## config.mk

```make
export PLATFORM = sky130hd
export DESIGN_NAME = vx_csr_lock_ctrl
export DESIGN_NICKNAME = d
export VERILOG_FILES = /design/src/rtl/vx_csr_lock_ctrl.sv
export SDC_FILE = /design/constraint.sdc
export NUM_CORES = 1
export LEC_CHECK = 0
export BUFFER_PORTS_ARGS = -buffer_cell sky130_fd_sc_hd__buf_2
export CELL_PAD_IN_SITES_DETAIL_PLACEMENT = 1
export CELL_PAD_IN_SITES_GLOBAL_PLACEMENT = 1
export CORE_ASPECT_RATIO = 0.75
export CORE_MARGIN = 8
export CORE_UTILIZATION = 40
export DETAILED_ROUTE_END_ITERATION = 10
export PLACE_DENSITY = 0.75
export SYNTH_ARGS = -nofsm -noshare
export SYNTH_HDL_FRONTEND = slang
export SYNTH_SLANG_ARGS = --single-unit
export TNS_END_PERCENT = 20
```

## constraint.sdc

```tcl
create_clock -name clk -period 4.5 [get_ports clk]
set_clock_uncertainty 0.2 [all_clocks]
set_input_delay 0.9 -clock clk [delete_from_list [all_inputs] [get_ports clk]]
set_output_delay 0.9 -clock clk [all_outputs]
set_load 0.01 [all_outputs]
```

## src/rtl/vx_csr_lock_ctrl.sv

```systemverilog
// vx_csr_lock_ctrl
//   Per-warp issue throttle for FPU-CSR accesses. Every warp has a count of
//   instructions in flight. It also has a two-state lock FSM. An FPU-CSR
//   instruction locks its warp at issue, and the CSR unit releases the warp
//   later with unlock_warp. While a warp is locked, or while its in-flight
//   count is at MAX_PENDING, the warp cannot issue.
//
//   Optional feature: define CSR_LOCK_PERF_EN to add perf_lock_cycles. This
//   is a saturating 44-bit count of the cycles in which any warp is locked.
//
//   State table (one FSM per warp):
//     state     | meaning
//     ----------+-------------------------------------------------------
//     ST_ACTIVE | warp may issue (subject to the pending limit)
//     ST_LOCKED | an FPU-CSR access is outstanding; issue blocked until
//               | the CSR unit unlocks the warp
module vx_csr_lock_ctrl #(
    parameter int NUM_WARPS   = 4,
    parameter int MAX_PENDING = 15,
    parameter int WID_W       = (NUM_WARPS > 1) ? $clog2(NUM_WARPS) : 1,
    parameter int CNT_W       = $clog2(MAX_PENDING + 1)
) (
    input  logic                 clk,
    input  logic                 reset,
    input  logic                 issue_valid,
    input  logic [WID_W-1:0]     issue_wid,
    input  logic                 issue_fpu_csr,
    output logic                 issue_ready,
    input  logic                 commit_valid,
    input  logic [WID_W-1:0]     commit_wid,
    input  logic [WID_W-1:0]     alm_empty_wid,
    output logic                 alm_empty,
    input  logic                 unlock_warp,
    input  logic [WID_W-1:0]     unlock_wid,
    output logic [NUM_WARPS-1:0] lock_mask,
    output logic [1:0]           err_sticky
`ifdef CSR_LOCK_PERF_EN
    ,
    output logic [43:0]          perf_lock_cycles
`endif
);

    localparam logic [0:0]       ST_ACTIVE = 1'b0;
    localparam logic [0:0]       ST_LOCKED = 1'b1;
    localparam logic [CNT_W-1:0] MAX_CNT   = CNT_W'(MAX_PENDING);
    localparam logic [CNT_W-1:0] CNT_ONE   = CNT_W'(1);

    logic [CNT_W-1:0]     cnt_q [NUM_WARPS];
    logic [CNT_W-1:0]     cnt_d [NUM_WARPS];
    logic [NUM_WARPS-1:0] state_q, state_d;
    logic [1:0]           err_q, err_d;

    logic                 issue_fire;
    logic [NUM_WARPS-1:0] issue_hit;
    logic [NUM_WARPS-1:0] commit_hit;
    logic [NUM_WARPS-1:0] unlock_hit;
    logic                 underflow;
    logic                 spurious_unlock;

    // Issue gating from registered state only. An unlock in the same cycle
    // does not open the gate until the next cycle.
    assign issue_ready = (state_q[issue_wid] == ST_ACTIVE) &&
                         (cnt_q[issue_wid] < MAX_CNT);
    assign issue_fire  = issue_valid && issue_ready;

    // Zero-latency read of the registered count. Same-cycle events are not
    // bypassed, so the CSR unit sees a stable view.
    assign alm_empty   = (cnt_q[alm_empty_wid] <= CNT_ONE);

    // One-hot decode of the three per-warp events.
    always_comb begin
        issue_hit  = '0;
        commit_hit = '0;
        unlock_hit = '0;
        if (issue_fire) begin
            issue_hit[issue_wid] = 1'b1;
        end
        if (commit_valid) begin
            commit_hit[commit_wid] = 1'b1;
        end
        if (unlock_warp) begin
            unlock_hit[unlock_wid] = 1'b1;
        end
    end

    // Pending counters. An issue and a commit on one warp cancel each other.
    // A lone commit at zero holds the counter at zero.
    always_comb begin
        cnt_d = cnt_q;
        for (int w = 0; w < NUM_WARPS; w++) begin
            unique case ({issue_hit[w], commit_hit[w]})
                2'b10: cnt_d[w] = cnt_q[w] + CNT_ONE;
                2'b01: begin
                    if (cnt_q[w] != '0) begin
                        cnt_d[w] = cnt_q[w] - CNT_ONE;
                    end
                end
                default: cnt_d[w] = cnt_q[w];
            endcase
        end
    end

    // Lock FSMs. Issue needs ST_ACTIVE, so a lock and an unlock can never
    // hit the same warp with a conflicting transition.
    always_comb begin
        state_d = state_q;
        for (int w = 0; w < NUM_WARPS; w++) begin
            if (unlock_hit[w] && (state_q[w] == ST_LOCKED)) begin
                state_d[w] = ST_ACTIVE;
            end
            if (issue_hit[w] && issue_fpu_csr) begin
                state_d[w] = ST_LOCKED;
            end
        end
    end

    // Error detection and sticky accumulation.
    always_comb begin
        underflow       = commit_valid && !issue_hit[commit_wid] &&
                          (cnt_q[commit_wid] == '0);
        spurious_unlock = unlock_warp && (state_q[unlock_wid] == ST_ACTIVE);
        err_d           = err_q | {spurious_unlock, underflow};
    end

    // State registers. Reset throws away all in-flight tracking and locks.
    always_ff @(posedge clk or posedge reset) begin
        if (reset) begin
            for (int w = 0; w < NUM_WARPS; w++) begin
                cnt_q[w] <= '0;
            end
            state_q <= {NUM_WARPS{ST_ACTIVE}};
            err_q   <= '0;
        end else begin
            cnt_q   <= cnt_d;
            state_q <= state_d;
            err_q   <= err_d;
        end
    end

    // Lock mask is the registered FSM state decoded per warp.
    always_comb begin
        lock_mask = '0;
        for (int w = 0; w < NUM_WARPS; w++) begin
            lock_mask[w] = (state_q[w] == ST_LOCKED);
        end
    end

    assign err_sticky = err_q;

`ifdef CSR_LOCK_PERF_EN
    logic [43:0] perf_q, perf_d;

    // Count cycles with any warp locked. The count saturates, so a long run
    // does not wrap back to a small value.
    always_comb begin
        perf_d = perf_q;
        if ((lock_mask != '0) && (perf_q != '1)) begin
            perf_d = perf_q + 44'd1;
        end
    end

    // Perf counter register.
    always_ff @(posedge clk or posedge reset) begin
        if (reset) begin
            perf_q <= '0;
        end else begin
            perf_q <= perf_d;
        end
    end

    assign perf_lock_cycles = perf_q;
`endif

endmodule

```

==> results of run 1 <==
## metal layers
layer	part of all wire, %	GRT usage (%)
met2	48	22.25
met3	2.8	3.077
met4	0.64	2.286
met1	48	15.69
met5	0	0
## per-stage QoR
step | std cells | hold slack (ns) | total power (W) | utilization, %
6_report | 225 | 0.2827 | 0.0008323 | 46.78
2_1_floorplan | 151 | 0.2892 | 0.0006068 | -
3_3_place_gp | 222 | 0.2578 | 0.0006839 | 45.65
4_1_cts | 225 | 0.2855 | 0.0008376 | 46.78
3_5_place_dp | 222 | 0.2646 | 0.0007103 | 45.65
5_1_grt | 225 | 0.3222 | 0.0009038 | 46.78
## cell type report
| class | count | area, um^2 | share of cell area [%] |
|---|---|---|---|
| clock buffer | 3 | 41.29 | 2.426 |
| inverter | 6 | 22.52 | 1.324 |
| multi-input combinational | 121 | 917.1 | 53.90 |
| sequential | 22 | 550.5 | 32.35 |
| tap | 52 | 65.06 | 3.824 |
| timing repair buffer | 21 | 105.1 | 6.176 |
## worst max-delay path by stage
| stage | from | to | slack [ns] | cells past startpoint |
|---|---|---|---|---|
| 2_1_floorplan | issue_wid[1] | issue_ready | 1.74 | 4 |
| 3_3_place_gp | issue_wid[0] | issue_ready | 1.56 | 4 |
| 3_5_place_dp | issue_wid[0] | issue_ready | 1.53 | 4 |
| 4_1_cts | issue_wid[0] | issue_ready | 1.53 | 4 |
| 5_1_grt | issue_wid[0] | issue_ready | 1.50 | 4 |
| 6_report | issue_wid[0] | issue_ready | 1.52 | 4 |
## flip-flops by register name, summed over array words and instances (netlist names)
register / flops
lock_mask: 4
err_sticky: 2
cnt_q: 16
## logic make-up (layout without fill, tap and decap cells)
group           count (synthesis)  count (layout)  share of synthesized area [%]
mux                             9               9                          8.000
xor+xnor                        8               8                          4.667
buf+inv                         8              30                          2.250
compound gates                 46              46                          20.17
fa+ha+maj                       6               6                          5.500
flops                          22              22                          36.67
simple gates                   52              52                          22.75
## worst max-delay path: stages
cell and delay [ns]:
buf_2 0.16, mux4_2 0.54, a21oi_1 0.13, buf_2 0.15
## power breakdown
part           total [W]  internal, W  leakage, nW  switching [W]
clock           0.000126    0.0000599       0.0216      0.0000659
sequential      0.000381     0.000268        0.263       0.000113
combinational   0.000326     0.000164        0.446       0.000162
## Yosys cell counts, types with 3 or more instances
cell,count,area share (%)
a21oi_1,12,4.0
ha_1,5,4.2
nand3_1,3,1.0
inv_1,6,1.5
xnor2_1,5,2.9
nand4_1,4,1.7
and3_1,5,2.1
nand3b_1,4,2.0
mux2_2,3,2.2
mux2i_1,3,2.0
nand2_1,3,0.75
xor2_1,3,1.8
or4_1,4,2.0
nor2b_1,3,1.3
a41oi_1,3,1.8
nor2_1,10,2.5
o21ai_0,11,3.7
dfrtp_1,22,37
==> results.json, run 1 <==
{
  "core_um2": 3637,
  "cts.htree.levels": 1,
  "ir_drop_mv": 0.2741,
  "first_iter_violations": 58,
  "syn_inst": 151,
  "hold_depth": 1,
  "timing.slew.headroom_pct": 40.76,
  "layout_min_cycle_time_ns": 2.978,
  "final_area_um2": 1702,
  "cellLeakagePower_nw": 0.7300,
  "hold_path_class": "reg -> reg",
  "rrSetupSlack_ns": 2.18,
  "end_kind": "output pin",
  "antenna_found_initial": 0,
  "hold_viol": 0,
  "grt_max_degree": 23,
  "synth-edff-count": 0,
  "drc": 0,
  "hp-start": "err_sticky[1]",
  "viasPerCell": 5.827,
  "layout_common_cells": "dfrtp_1 (22), buf_2 (21), a21oi_1 (12)",
  "syn_nets": 171,
  "post-route-period-util_pct": 66.18,
  "start_util_pct": 41.28,
  "yosysWarnings": 0,
  "drtPass1Iterations": 4,
  "placementRows": 19,
  "reg2reg_depth": 8,
  "io-pin-count": 22,
  "r2r-end": "cnt_q[3]",
  "ant_nets": 0,
  "finalWorstSetupSlack_ns": 1.522,
  "max-clock-path-buffers": 2,
  "cts_buffers": 3,
  "hold_buffers": 0,
  "fillers": 434,
  "clk_latency_ns": 0.26,
  "start_kind": "input pin",
  "clock-sinks": 22,
  "tns_ns": 0,
  "vias": 1311,
  "layout-area-overhead-vs-synth_pct": 13.33,
  "yosysSeqAreaShare_pct": 36.67,
  "antennaDiodeCount": 0,
  "cts_resized": 0,
  "grt_pass1_wl_um": 6354,
  "synth_area_um2": 1501,
  "dp_hpwl_um": 2891,
  "dp_slack_ns": 1.526,
  "placed_cell_area_um2": 1660,
  "worstPathRequired_ns": 3.40,
  "ys_ff_latch": 22,
  "final_nets": 195,
  "clkTransAtPathRegs_ns": 0.08,
  "avgSynthCellArea_um2": 9.943,
  "finalSetupViolations": 0,
  "min_to": "err_sticky[1]",
  "rsz0062_at_grt": "false",
  "worstMarginPinSlew_ns": 0.8877,
  "layout_commonest_cell": "dfrtp_1",
  "arrival_ns": 1.88,
  "power_density_nw_per_um2": 489.1,
  "drive_gt1_share_pct": 21.97,
  "drt-total-wl_um": 3755,
  "io_buffers": 21,
  "wl_per_cell_um": 16.69,
  "max_freq_mhz": 335.8,
  "grt.total_usage_pct": 12.84,
  "grt_pass1_vias": 1320,
  "cts_tree": "yes",
  "crit_type": "in -> out",
  "slew_violations": 0,
  "design.die.area_um2": 5991,
  "synthDistinctLibCells": 51,
  "async_reset_ff_share_pct": 100.0,
  "gp_congestion": 0.8626,
  "max-cap-violations": 0,
  "fp.dieH_um": 69.06,
  "status": "finished clean",
  "worstReg2RegStart": "lock_mask[3]",
  "clockRootBuffer": "clkbuf_8",
  "post_cts_buffers": 0,
  "crit_fanout": 7,
  "grt_overflow": 0,
  "die_w_um": 86.75,
  "synth_ff_type": "dfrtp_1"
}
Note: power is estimated with default switching activity, not from simulation.
==> run 2, diff against run 1 <==
- ABC_AREA: not set -> 1
- PLACE_DENSITY: 0.75 -> 0.78
- clock period: 4.5 -> 2.99 ns (I/O delays scaled with it)
==> results.json, run 2 <==
{
  "dp_hpwl_um": 4325,
  "antenna_found_initial": 0,
  "reg2reg_depth": 16,
  "yosysWarnings": 0,
  "grt.total_usage_pct": 16.08,
  "synth_top_area_share_pct": 28.78,
  "grt_pass1_wl_um": 9183,
  "cp_cell_sequence": "buf_2 -> nor2_2 -> nand2_1 -> nand2_1 -> nor2_2 -> nor2_4 -> a21boi_4 -> nand4_4 -> nand2_2 -> inv_2 -> ha_1 -> nand2_1 -> nor2_1 -> a211oi_2 -> or2_1 -> nand3_1 -> nand2_1 -> nand2_1",
  "synthDistinctLibCells": 32,
  "placementRows": 21,
  "layout_min_cycle_time_ns": 2.763,
  "crit_path_max_incr_delay_ns": 0.32,
  "timing.slew.headroom_pct": 37.22,
  "worstPathRequired_ns": 2.95,
  "largest_register_ffs": 16,
  "critPathMostFrequentCell": "nand2_1",
  "clockRootBuffer": "clkbuf_8",
  "arrival_ns": 2.73,
  "drtPass1Iterations": 4,
  "synth_top_cell_by_area": "dfrtp_1",
  "ir_drop_mv": 0.2726,
  "core_um2": 4519,
  "crit_fanout": 12,
  "grt_pass1_vias": 1912,
  "final_nets": 318,
  "first_iter_violations": 55,
  "hold_viol": 0,
  "status": "finished clean",
  "clkTransAtPathRegs_ns": 0.08,
  "worstMarginPinSlew_ns": 0.9407,
  "yosysSeqAreaShare_pct": 28.78,
  "crit_type": "in -> reg",
  "cp.depth": 18,
  "avgSynthCellArea_um2": 7.165,
  "worst-path-buf-inv": 2,
  "cellLeakagePower_nw": 1.154,
  "design.die.area_um2": 7274,
  "power_density_nw_per_um2": 770.9,
  "syn_nets": 287,
  "vias": 1818,
  "hold_path_class": "reg -> reg",
  "r2r-end": "cnt_q[3]",
  "utilization_pct": 47.92,
  "async_reset_ff_share_pct": 100.0,
  "drive_gt1_share_pct": 23.99,
  "max_freq_mhz": 361.9,
  "clock-sinks": 22,
  "post-route-period-util_pct": 92.41,
  "rrSetupSlack_ns": 0.36,
  "grt_overflow": 0,
  "clk_latency_ns": 0.26,
  "drc": 0,
  "fp.dieH_um": 75.89,
  "die_w_um": 95.86,
  "cts.htree.levels": 1,
  "antennaDiodeCount": 0,
  "max-cap-violations": 0,
  "cts_tree": "yes",
  "drt-total-wl_um": 5235,
  "synth_ff_type": "dfrtp_1",
  "finalSetupViolations": 0,
  "synth_common_cells": "nand2_1 (60), inv_1 (40), nand3_1 (33)",
  "layout_commonest_cell": "nand2_1",
  "dp_cells": 350,
  "crit_end": "cnt_q[3]",
  "post_cts_buffers": 0,
  "layout_common_cells": "nand2_1 (60), inv_1 (40), nand3_1 (33)",
  "ant_nets": 0,
  "synth_area_um2": 1913,
  "synthMostInstantiatedCell": "nand2_1",
  "regMostFlops": "cnt_q",
  "ys_ff_latch": 22,
  "startpoint": "issue_wid[0]",
  "grt_max_degree": 23,
  "viasPerCell": 5.150,
  "tns_ns": 0,
  "rsz0062_at_grt": "false",
  "hold_ws_ns": 0.2796,
  "gp_congestion": 0.8326,
  "max-clock-path-buffers": 2,
  "cts_buffers": 3,
  "slowest_stage": "ha_1",
  "end_kind": "flip-flop",
  "synthTopCellsByArea": "dfrtp_1 (29%), nand2_1 (12%), nand3_1 (8.6%), inv_1 (7.8%), xor2_1 (5.0%)",
  "synth-edff-count": 0,
  "io-pin-count": 22,
  "start_kind": "input pin",
  "wl_per_cell_um": 14.83,
  "stdcell_count": 353,
  "worstReg2RegStart": "cnt_q[4]",
  "io_buffers": 21,
  "syn_inst": 267,
  "slew_violations": 0,
  "start_util_pct": 42.33,
  "cp_top_family": "simple AND/OR/NAND/NOR gates",
  "layout-area-overhead-vs-synth_pct": 13.21
}
-- run 2: logic make-up (layout without fill, tap and decap cells) --
kind of cell,after synthesis,in the layout,synth area share (%)
fa+ha+maj,6,6,4.317
xor+xnor,11,11,5.036
flops,22,22,28.78
compound gates,35,35,11.58
simple gates,144,144,39.90
buf+inv,49,78,10.40
-- run 2: report_power, final --
group	switching [W]	total (W)	internal, W
logic	0.000530	0.000870	0.000341
registers	0.000185	0.000610	0.000425
clock network	0.0000995	0.000190	0.0000901
total	0.000814	0.00167	0.000855
-- run 2: cell type report --
class                           instances  area [um^2]
Tap cell                               57        71.32
Multi-Input combinational cell        196         1169
Sequential cell                        22        550.5
Timing Repair Buffer                   28        157.7
Fill cell                             607         2354
Clock buffer                            3        41.29
Inverter                               47        176.4
-- run 2: worst min path at each step --
stage	startpoint	end	slack, ns	cells after the start
after floorplan	cnt_q[0]	cnt_q[0]	0.26	1
after global placement	err_sticky[0]	err_sticky[0]	0.25	2
after detailed placement	err_sticky[0]	err_sticky[0]	0.26	2
after CTS	err_sticky[0]	err_sticky[0]	0.29	2
after global routing	err_sticky[0]	err_sticky[0]	0.32	2
final	err_sticky[0]	err_sticky[0]	0.28	2
-- run 2: routing by layer --
metal	up-vias	track usage [%]	wire length [um]
met1	867	22.03	2661
met3	2	3.543	271
met2	34	25.87	2280
met5	-	0	0
met4	0	2.037	21
li1	915	-	-
-- run 2: what timing repair did --
| action | in CTS | in global routing |
|---|---|---|
| resized for setup | 0 | 1 |
| hold buffers | 0 | 0 |
| endpoints found under the setup margin | 0 | 1 |
-- run 2: worst reg2reg max path, stage by stage (launching register included) --
cell and delay [ns]:
dfrtp_1 0.49, nand3_1 0.13, nand2_1 0.06, nor2_2 0.15, nor2_4 0.08, a21boi_4 0.19
nand4_4 0.10, nand2_2 0.09, inv_2 0.06, ha_1 0.32, nand2_1 0.08, nor2_1 0.05
a211oi_2 0.18, or2_1 0.15, nand3_1 0.07, nand2_1 0.09, nand2_1 0.05
-- run 2: metrics by stage --
step / instance area, um^2 / setup WS (ns) / total power (W)
2_1_floorplan: 1913 / 0.2004 / 0.001208
3_3_place_gp: 2120 / 0.04079 / 0.001443
3_5_place_dp: 2120 / -0.1717 / 0.001486
4_1_cts: 2161 / 0.1126 / 0.001683
5_1_grt: 2166 / 0.02330 / 0.001848
6_report: 2166 / 0.2269 / 0.001670
